### config.mk
export PLATFORM = sky130hd
export DESIGN_NAME = mem_arbiter
export DESIGN_NICKNAME = d
export VERILOG_FILES = /design/src/rtl/mem_arbiter.sv
export SDC_FILE = /design/constraint.sdc
export NUM_CORES = 1
export LEC_CHECK = 0
export ABC_AREA = 0
export CAP_MARGIN = 20
export CORE_ASPECT_RATIO = 1.75
export CORE_MARGIN = 2
export CORE_UTILIZATION = 30
export DETAILED_ROUTE_END_ITERATION = 8
export PLACE_DENSITY = 0.66
export REMOVE_ABC_BUFFERS = 1
export SYNTH_ARGS = -nofsm -noshare
export SYNTH_HDL_FRONTEND = slang
export SYNTH_SLANG_ARGS = --single-unit
### constraint.sdc
create_clock -name clk -period 1.82 [get_ports clk]
set_input_delay 0.364 -clock clk [delete_from_list [all_inputs] [get_ports clk]]
set_output_delay 0.364 -clock clk [all_outputs]
set_load 0.05 [all_outputs]
### src/rtl/mem_arbiter.sv
// Arbiter and sequencer sharing the single-ported mem block between the CPU and an
// external requester: fixed CPU priority, starvation guard, optional bus lock with timeout.
module mem_arbiter #(
    parameter int ADDR_WIDTH   = 16,
    parameter int DATA_WIDTH   = 8,
    parameter int STARVE_LIMIT = 4,
    parameter int LOCK_LIMIT   = 64
) (
    input  logic                  clk,
    input  logic                  reset,
    input  logic                  cpu_req,
    input  logic                  cpu_we,
    input  logic [ADDR_WIDTH-1:0] cpu_addr,
    input  logic [DATA_WIDTH-1:0] cpu_wdata,
    output logic                  cpu_gnt,
    output logic                  cpu_stall,
    input  logic                  ext_req,
    input  logic                  ext_we,
    input  logic                  ext_lock,
    input  logic [ADDR_WIDTH-1:0] ext_addr,
    input  logic [DATA_WIDTH-1:0] ext_wdata,
    output logic                  ext_gnt,
    output logic                  rvalid_cpu,
    output logic                  rvalid_ext,
    output logic [DATA_WIDTH-1:0] rdata,
    output logic                  mem_we,
    output logic [ADDR_WIDTH-1:0] mem_addr,
    output logic [DATA_WIDTH-1:0] mem_din,
    input  logic [DATA_WIDTH-1:0] mem_dout,
    output logic                  lock_err,
    output logic [1:0]            state_dbg
);

    // Handshake: a requester holds req (with addr/wdata/we stable) until it sees gnt in
    // the same cycle; that grant cycle is the completed access, reads return one cycle later.

    localparam int SW = $clog2(STARVE_LIMIT + 1);
    localparam int LW = $clog2(LOCK_LIMIT + 1);
    localparam logic [SW-1:0] STARVE_MAX = SW'(STARVE_LIMIT);
    localparam logic [LW-1:0] LOCK_LAST  = LW'(LOCK_LIMIT - 1);

    localparam logic [1:0] IDLE       = 2'd0;
    localparam logic [1:0] EXT_LOCKED = 2'd1;
    localparam logic [1:0] LOCK_DRAIN = 2'd2;

    logic [1:0]            state;
    logic [1:0]            state_next;
    logic [SW-1:0]         starve_cnt;
    logic [LW-1:0]         lock_cnt;
    logic                  grant_cpu;
    logic                  grant_ext;
    logic                  lock_timeout;
    logic                  rvalid_cpu_q;
    logic                  rvalid_ext_q;
    logic                  lock_err_q;
    logic [ADDR_WIDTH-1:0] addr_q;
    logic [DATA_WIDTH-1:0] din_q;

    always_comb begin
        grant_cpu = 1'b0;
        grant_ext = 1'b0;
        if (!reset) begin
            if (state == EXT_LOCKED) begin
                grant_ext = ext_req;
            end else if (ext_req && starve_cnt == STARVE_MAX) begin
                grant_ext = 1'b1;
            end else if (cpu_req) begin
                grant_cpu = 1'b1;
            end else if (ext_req) begin
                grant_ext = 1'b1;
            end
        end
    end

    assign cpu_gnt   = grant_cpu;
    assign ext_gnt   = grant_ext;
    assign cpu_stall = cpu_req & ~grant_cpu;

    // Without a grant the address/data lines hold the last issued access.
    always_comb begin
        mem_we   = 1'b0;
        mem_addr = addr_q;
        mem_din  = din_q;
        if (reset) begin
            mem_addr = '0;
            mem_din  = '0;
        end else if (grant_cpu) begin
            mem_we   = cpu_we;
            mem_addr = cpu_addr;
            mem_din  = cpu_wdata;
        end else if (grant_ext) begin
            mem_we   = ext_we;
            mem_addr = ext_addr;
            mem_din  = ext_wdata;
        end
    end

    assign lock_timeout = (state == EXT_LOCKED) && ext_lock && ext_req && (lock_cnt == LOCK_LAST);

    always_comb begin
        state_next = state;
        case (state)
            IDLE: begin
                if (grant_ext && ext_lock) state_next = EXT_LOCKED;
            end
            EXT_LOCKED: begin
                if (!ext_lock || !ext_req) state_next = IDLE;
                else if (lock_cnt == LOCK_LAST) state_next = LOCK_DRAIN;
            end
            LOCK_DRAIN: begin
                if (!ext_lock) state_next = IDLE;
            end
            default: state_next = IDLE;
        endcase
    end

    always_ff @(posedge clk) begin
        if (reset) begin
            state        <= IDLE;
            starve_cnt   <= '0;
            lock_cnt     <= '0;
            lock_err_q   <= 1'b0;
            rvalid_cpu_q <= 1'b0;
            rvalid_ext_q <= 1'b0;
            addr_q       <= '0;
            din_q        <= '0;
        end else begin
            state <= state_next;

            // Lock counter is zero outside EXT_LOCKED, so every new tenure starts from 0.
            if (state == EXT_LOCKED && state_next == EXT_LOCKED) lock_cnt <= lock_cnt + 1'b1;
            else lock_cnt <= '0;

            if (!ext_req || grant_ext) starve_cnt <= '0;
            else if (grant_cpu && starve_cnt != STARVE_MAX) starve_cnt <= starve_cnt + 1'b1;

            lock_err_q   <= lock_err_q | lock_timeout;
            rvalid_cpu_q <= grant_cpu & ~cpu_we;
            rvalid_ext_q <= grant_ext & ~ext_we;

            if (grant_cpu || grant_ext) begin
                addr_q <= mem_addr;
                din_q  <= mem_din;
            end
        end
    end

    // A reset cycle drops any pending read response immediately.
    assign rvalid_cpu = rvalid_cpu_q & ~reset;
    assign rvalid_ext = rvalid_ext_q & ~reset;
    assign lock_err   = lock_err_q & ~reset;
    assign rdata      = mem_dout;
    assign state_dbg  = state;

endmodule

Word level (Yosys, flattened, before mapping)
Index checks and enable logic that the tools add are counted.
W data, S select, Z words.
{ "totals": {"in_bits": 63, "regBits": 39, "out_inout_bits": 41} }
{ "op_classes": {"eq_ne": 6, "addsub": 2, "mux": 23, "bitwise_logic": 12, "n_reduce_logical": 15} }
{ "op_table": {"columns": ["op", "n"], "rows": [
  ["$mux W16", 3],
  ["$mux W8", 3],
  ["$mux W1", 12],
  ["$mux W2", 4],
  ["$add A7 B1 Y7 const B", 1],
  ["$eq A7 B6 Y1 const B", 1],
  ["$logic_and A1 B1 Y1", 7],
  ["$and A1 B1 Y1", 6],
  ["$pmux W2 S3", 1],
  ["$not A1 Y1", 5],
  ["$eq A2 B1 Y1 const B", 2],
  ["$reduce_or A2 Y1", 2],
  ["$add A3 B1 Y3 const B", 1],
  ["$eq A3 B3 Y1 const B", 1],
  ["$logic_or A1 B1 Y1", 3],
  ["$ne A3 B3 Y1 const B", 1],
  ["$eq A2 B2 Y1 const B", 1],
  ["$logic_not A1 Y1", 2],
  ["$logic_not A2 Y1", 1],
  ["$or A1 B1 Y1", 1]
]} }

Longest topological paths before layout
{ "logic_depth": {"ltp_word": 12, "mapped_depth": 6, "mapped_depth_nobuf": 5} }

Worst setup path before layout
No wires, ideal clock.
{ "synth_path": {"path_kind": "register -> output", "from": "reg state[0] (netlist: state_dbg[0])", "to": "out cpu_stall", "arrival_time_ns": 2.229, "setup_slack_ns": -0.773, "path_stages_with_launch": 6, "path_cell_list": "dfxtp_1 nand2b_1 buf_4 clkbuf_1 and3_1 nor2b_1"} }
{ "synth_between": {"elab_chain_cells": 5} }
{ "synth_lines": {"columns": ["element", "line_no", "source"], "rows": [
  ["start, declared", "46", "logic [1:0] state;"],
  ["start signal, assigned", "128", "state <= state_next;"],
  ["$eq A2 B1 Y1", "63", "if (state == EXT_LOCKED) begin"],
  ["$mux W1", "63", null],
  ["$mux W1", "62", "if (!reset) begin"],
  ["via cpu_gnt", "15", "output logic cpu_gnt,"],
  ["$not A1 Y1", "77", "assign cpu_stall = cpu_req & ~grant_cpu;"],
  ["$and A1 B1 Y1", "77", null],
  ["end, declared", "16", "output logic cpu_stall,"]
]} }
The timed path passes the listed nets, and every way through them passes these cells.

Final worst setup path
{ "layout_path": {"from": "reg starve_cnt[1]", "to": "out mem_din[7]"} }
{ "layout_between": {"elab_chain_cells": 8, "elab_cells_between_ends": 11, "classes_between": "1 x eq/ne; 9 x mux; 1 x reduce/logical"} }
{ "layout_lines": {"columns": ["element", "line_no", "source"], "rows": [
  ["start, declared", "48", "logic [SW-1:0] starve_cnt;"],
  ["start signal, assigned", "135", "else if (grant_cpu && starve_cnt != STARVE_MAX) starve_cnt <= starve_cnt + 1'b1;"],
  ["$eq A3 B3 Y1 (*)", "65", "end else if (ext_req && starve_cnt == STARVE_MAX) begin"],
  ["$logic_and A1 B1 Y1 (*)", "65", null],
  ["$mux W1", "65", null],
  ["$mux W1", "63", null],
  ["$mux W1", "62", null],
  ["$mux W8", "91", "end else if (grant_ext) begin"],
  ["$mux W8 (*)", "87", "end else if (grant_cpu) begin"],
  ["$mux W8 (*)", "84", "if (reset) begin"],
  ["end, declared", "28", "output logic [DATA_WIDTH-1:0] mem_din,"]
]} }
Every way passes the cells marked *; elsewhere a longest branch is shown, timed or not.

==> summary by stage <==
Synth
The cell count after synthesis came out at 191. The fraction of synthesized cell area taken by the top area cell type is 39.4%. Ranked by total cell area, the synthesized netlist is headed by sky130_fd_sc_hd__dfxtp_1 (39%), sky130_fd_sc_hd__a221o_1 (24%), sky130_fd_sc_hd__and4_1 (11%). The number of flops mapped to enable cells by yosys is 0. The number of warning messages in the yosys log is 0. The register area share after synthesis is 39.4%. Yosys mapped the design onto 29 distinct sky130hd cell types.

The synthesized netlist devotes 29.0% of its cell area to compound gates. The register bit count reported by yosys is 39. The average size of a mapped cell is 10.4 sq um. Of all flip-flops after synthesis, the portion carrying an async set or reset was 0%. The synthesized design spends more area on one cell type than any other, namely sky130_fd_sc_hd__dfxtp_1. Summing the areas of all and, or, nand and nor instances in the mapped netlist gives 18.7% of the synthesized area. The adder-cell share of the synthesized area is 1.90%. Multiplexer cells account for 0% of the synthesized area.

The mapped netlist covers 0.00198 sq mm. The main combinational cell family by area after synthesis is compound AO/OA/AOI/OAI gates. In the synthesized netlist the dominant register cell turns out to be sky130_fd_sc_hd__dfxtp_1. The area share of xor/xnor cells in the synthesized design is 1.77%.

Clock network
TritonCTS built the clock tree. The clock passes through at most 2 buffers. CTS saw 39 sinks. The clock transition at the registers of the reported paths is 0.06 ns.

The number of clock buffers added by TritonCTS is 5. The H-tree generated during clock tree synthesis spans 2 levels. Clock latency on the worst-skew pair, taken at its later pin, is 0.28 ns. The count of hold-fix buffers inserted at cts is 0.

The cell sitting at the root of the clock tree is a sky130_fd_sc_hd__clkbuf_16.

Place
After detailed placement, the design holds a cell count of 361. The cell area reported after detailed placement is 0.00334 sq mm. Routability-driven placement finished with a final weighted congestion of 0.732.

The HPWL after detailed placement is 4360 microns. Input and output buffers added on the ports amount to 87.

Setup path
The critical path's top delay family is buffers and inverters. The critical path arrival is 1.90 ns. The classification of the worst setup path is reg -> out. Along the worst path, the maximum fanout reaches 6. The largest single stage delay on the critical path is 0.32 ns. The endpoint kind of the worst setup timing path is an output pin. For the worst setup path, the data required time is 1.46 ns.

The slowest stage of the critical path belongs to the cell sky130_fd_sc_hd__dfxtp_2. The number of buffer and inverter instances along the worst setup path is 4. The most frequent cell on the critical path is sky130_fd_sc_hd__buf_12. The critical path goes through inv_2 -> ha_4 -> a31oi_4 -> buf_12 -> clkbuf_16 -> and4_1 -> a221o_1 -> buf_12.

The worst setup path is launched from a flip-flop.

STA
In the post-route analysis, the smallest setup slack over all paths is -0.440 ns. The clock skew after layout is 0.00541 ns. The final count of hold timing violations is 0. The final-layout worst hold slack is 0.449 ns. Setup repair after global routing could not meet its margin everywhere. Setup violations remaining at the end of the flow were counted as 28. In the finished design, the share of the clock period the worst path needs comes to 124%. Static timing analysis puts the maximum clock frequency at 442 MHz.

The slew at the pin with the worst max-slew slack is 0.357 ns. The final max-slew violation count is 0. The normalized max-slew margin is 76.2%. The shortest period the worst path allows is 2.26 ns.

Global route
The via count of the first global-routing pass was 2163. The total global routing track utilization is 18.1%. The wire length of the first global-routing pass is 10400 microns. The initial antenna violation count is 0. Entering global routing, the biggest net connects 42 pins. The total overflow left after global routing is 0.

Floorplanning
In this run the horizontal extent of the chip is 65.4 microns. The core area is 0.00644 sq mm. For this configuration, the core starts out at a cell density of 30.7%.

The number of top-level pins is 104. The die covers 0.00729 sq mm. In this run the vertical extent of the chip is 111 microns. The number of rows created at floorplan is 39.

Routing
Before antenna repair, the detailed router went through 4 iterations. The final route contains 2195 vias. The via density per instance is 5.46. The routed wirelength normalized by instance count is 18.2 microns. In the routed design, unresolved DRC markers number 0.

Once detail routing completed, the nets flagged for antenna violations numbered 0. The number of DRC violations after detailed-routing iteration 0 is 115. For this block, the routed nets add up to 7310 microns of wire.

Power and ir drop
The worst-case vdd ir drop is 0.435 mV. Power comes to 2.76 mW. The standby leakage power is 1.62 nW. Dividing total power by cell area gives a power density of 699 mW/mm^2.

Cells and area
The growth of design area from synthesis to finish is 99.3%. The number of nets in the final layout is 385. The final cell count without fillers is 402. 0 antenna diodes ended up in the layout.

The final instance area is 0.00395 sq mm. The fraction of layout instances using a drive strength above 1 is 37.2%. The filler cells instantiated in the layout total 538.

Outcome
The run finished, with violations left. The checks that failed: setup timing.

Worst hold path
The worst hold path belongs to the class reg -> reg.

Job
The number of max-cap violations is 0.
[path summary, 6_finish.rpt]
kind / startpoint / to / slack (ns) / cells after the start
max: starve_cnt[1] / mem_din[7] / -0.44 / 8
min: lock_cnt[0] / lock_cnt[0] / 0.45 / 1
max reg2reg: starve_cnt[1] / addr_q[8] / 0.01 / 9
min reg2reg: lock_cnt[0] / lock_cnt[0] / 0.45 / 1
[synth_stat cells, types with 2 or more instances]
cell type / instances
sky130_fd_sc_hd__a221o_1: 48
sky130_fd_sc_hd__a31oi_2: 2
sky130_fd_sc_hd__and4_1: 24
sky130_fd_sc_hd__buf_2: 8
sky130_fd_sc_hd__buf_4: 10
sky130_fd_sc_hd__buf_6: 2
sky130_fd_sc_hd__clkbuf_1: 6
sky130_fd_sc_hd__dfxtp_1: 39
sky130_fd_sc_hd__ha_1: 3
sky130_fd_sc_hd__inv_1: 6
sky130_fd_sc_hd__nand2_1: 4
sky130_fd_sc_hd__nand2b_1: 2
sky130_fd_sc_hd__nand3_1: 4
sky130_fd_sc_hd__nor2_1: 6
sky130_fd_sc_hd__nor2b_1: 6
sky130_fd_sc_hd__nor3_1: 3
sky130_fd_sc_hd__o21ai_0: 3
sky130_fd_sc_hd__or3_1: 2
sky130_fd_sc_hd__xnor2_1: 2
sky130_fd_sc_hd__xor2_1: 2
[cell families (layout without fill, tap and decap cells)]
| logic type | after synthesis | in the layout |
|---|---|---|
| compound gates | 59 | 59 |
| simple gates | 54 | 54 |
| flops | 39 | 39 |
| buf+inv | 32 | 161 |
| xor+xnor | 4 | 4 |
| fa+ha+maj | 3 | 3 |
[cell usage in the layout (no fill, tap or decap), types with 2 or more instances in the layout]
| master | n |
|---|---|
| sky130_fd_sc_hd__clkdlybuf4s50_1 | 51 |
| sky130_fd_sc_hd__a221o_1 | 48 |
| sky130_fd_sc_hd__buf_4 | 46 |
| sky130_fd_sc_hd__dfxtp_1 | 37 |
| sky130_fd_sc_hd__buf_12 | 34 |
| sky130_fd_sc_hd__and4_1 | 19 |
| sky130_fd_sc_hd__clkbuf_16 | 8 |
| sky130_fd_sc_hd__buf_6 | 8 |
| sky130_fd_sc_hd__nor2_1 | 6 |
| sky130_fd_sc_hd__and4_4 | 5 |
| sky130_fd_sc_hd__nor2b_1 | 5 |
| sky130_fd_sc_hd__inv_1 | 4 |
| sky130_fd_sc_hd__nand3_1 | 4 |
| sky130_fd_sc_hd__nand2_1 | 3 |
| sky130_fd_sc_hd__o21ai_0 | 3 |
| sky130_fd_sc_hd__nor3_1 | 3 |
| sky130_fd_sc_hd__inv_2 | 2 |
| sky130_fd_sc_hd__a31oi_4 | 2 |
| sky130_fd_sc_hd__xnor2_1 | 2 |
| sky130_fd_sc_hd__or3_1 | 2 |
| sky130_fd_sc_hd__xor2_1 | 2 |
| sky130_fd_sc_hd__ha_1 | 2 |
| sky130_fd_sc_hd__buf_16 | 2 |
| sky130_fd_sc_hd__dlygate4sd2_1 | 2 |
| sky130_fd_sc_hd__dfxtp_2 | 2 |
[flip-flops by register name, summed over array words and instances (netlist names)]
register / flops
addr_q: 16
din_q: 8
lock_cnt: 7
starve_cnt: 3
state_dbg: 2
lock_err_q: 1
rvalid_cpu_q: 1
rvalid_ext_q: 1
[cell type report]
class | instances | area [sq um] | area share (%)
Timing Repair Buffer | 147 | 1780 | 45.2
Multi-Input combinational cell | 120 | 1080 | 27.5
Sequential cell | 39 | 783 | 19.9
Clock buffer | 5 | 125 | 3.17
Tap cell | 82 | 103 | 2.60
Clock inverter | 3 | 43.8 | 1.11
Inverter | 6 | 22.5 | 0.571
[report_power, final]
part           total (mW)  internal, mW  switching, mW
clock                1.01         0.647          0.359
sequential          0.923         0.899         0.0239
combinational       0.830         0.456          0.374
[metrics by stage]
| stage | TNS (ns) | util, % | setup slack, ns |
|---|---|---|---|
| 2_1_floorplan | -90.91 | - | -2.09 |
| 3_3_place_gp | -13.74 | 51.9 | -0.470 |
| 3_5_place_dp | -14.17 | 51.9 | -0.486 |
| 4_1_cts | -10.78 | 58.8 | -0.422 |
| 5_1_grt | -12.00 | 61.2 | -0.489 |
| 6_report | -10.44 | 61.2 | -0.440 |
[what timing repair did]
action | CTS | global route
setup buffers | 16 | 11
pin swaps | 27 | 4
gates resized for setup | 26 | 5
cloned | 3 | 4
endpoints found under the setup margin | 28 | 28
[routing by layer]
layer | routed length [microns] | vias up | share of wire, % | global-route usage [%]
li1 | - | 1038 | - | -
met4 | 161 | 0 | 2.2 | 4.58
met1 | 2760 | 1053 | 38 | 20.2
met5 | 0 | - | 0 | 0
met3 | 437 | 14 | 6.0 | 5.05
met2 | 3950 | 90 | 54 | 33.1
Note: power is estimated with default switching activity, not from simulation.
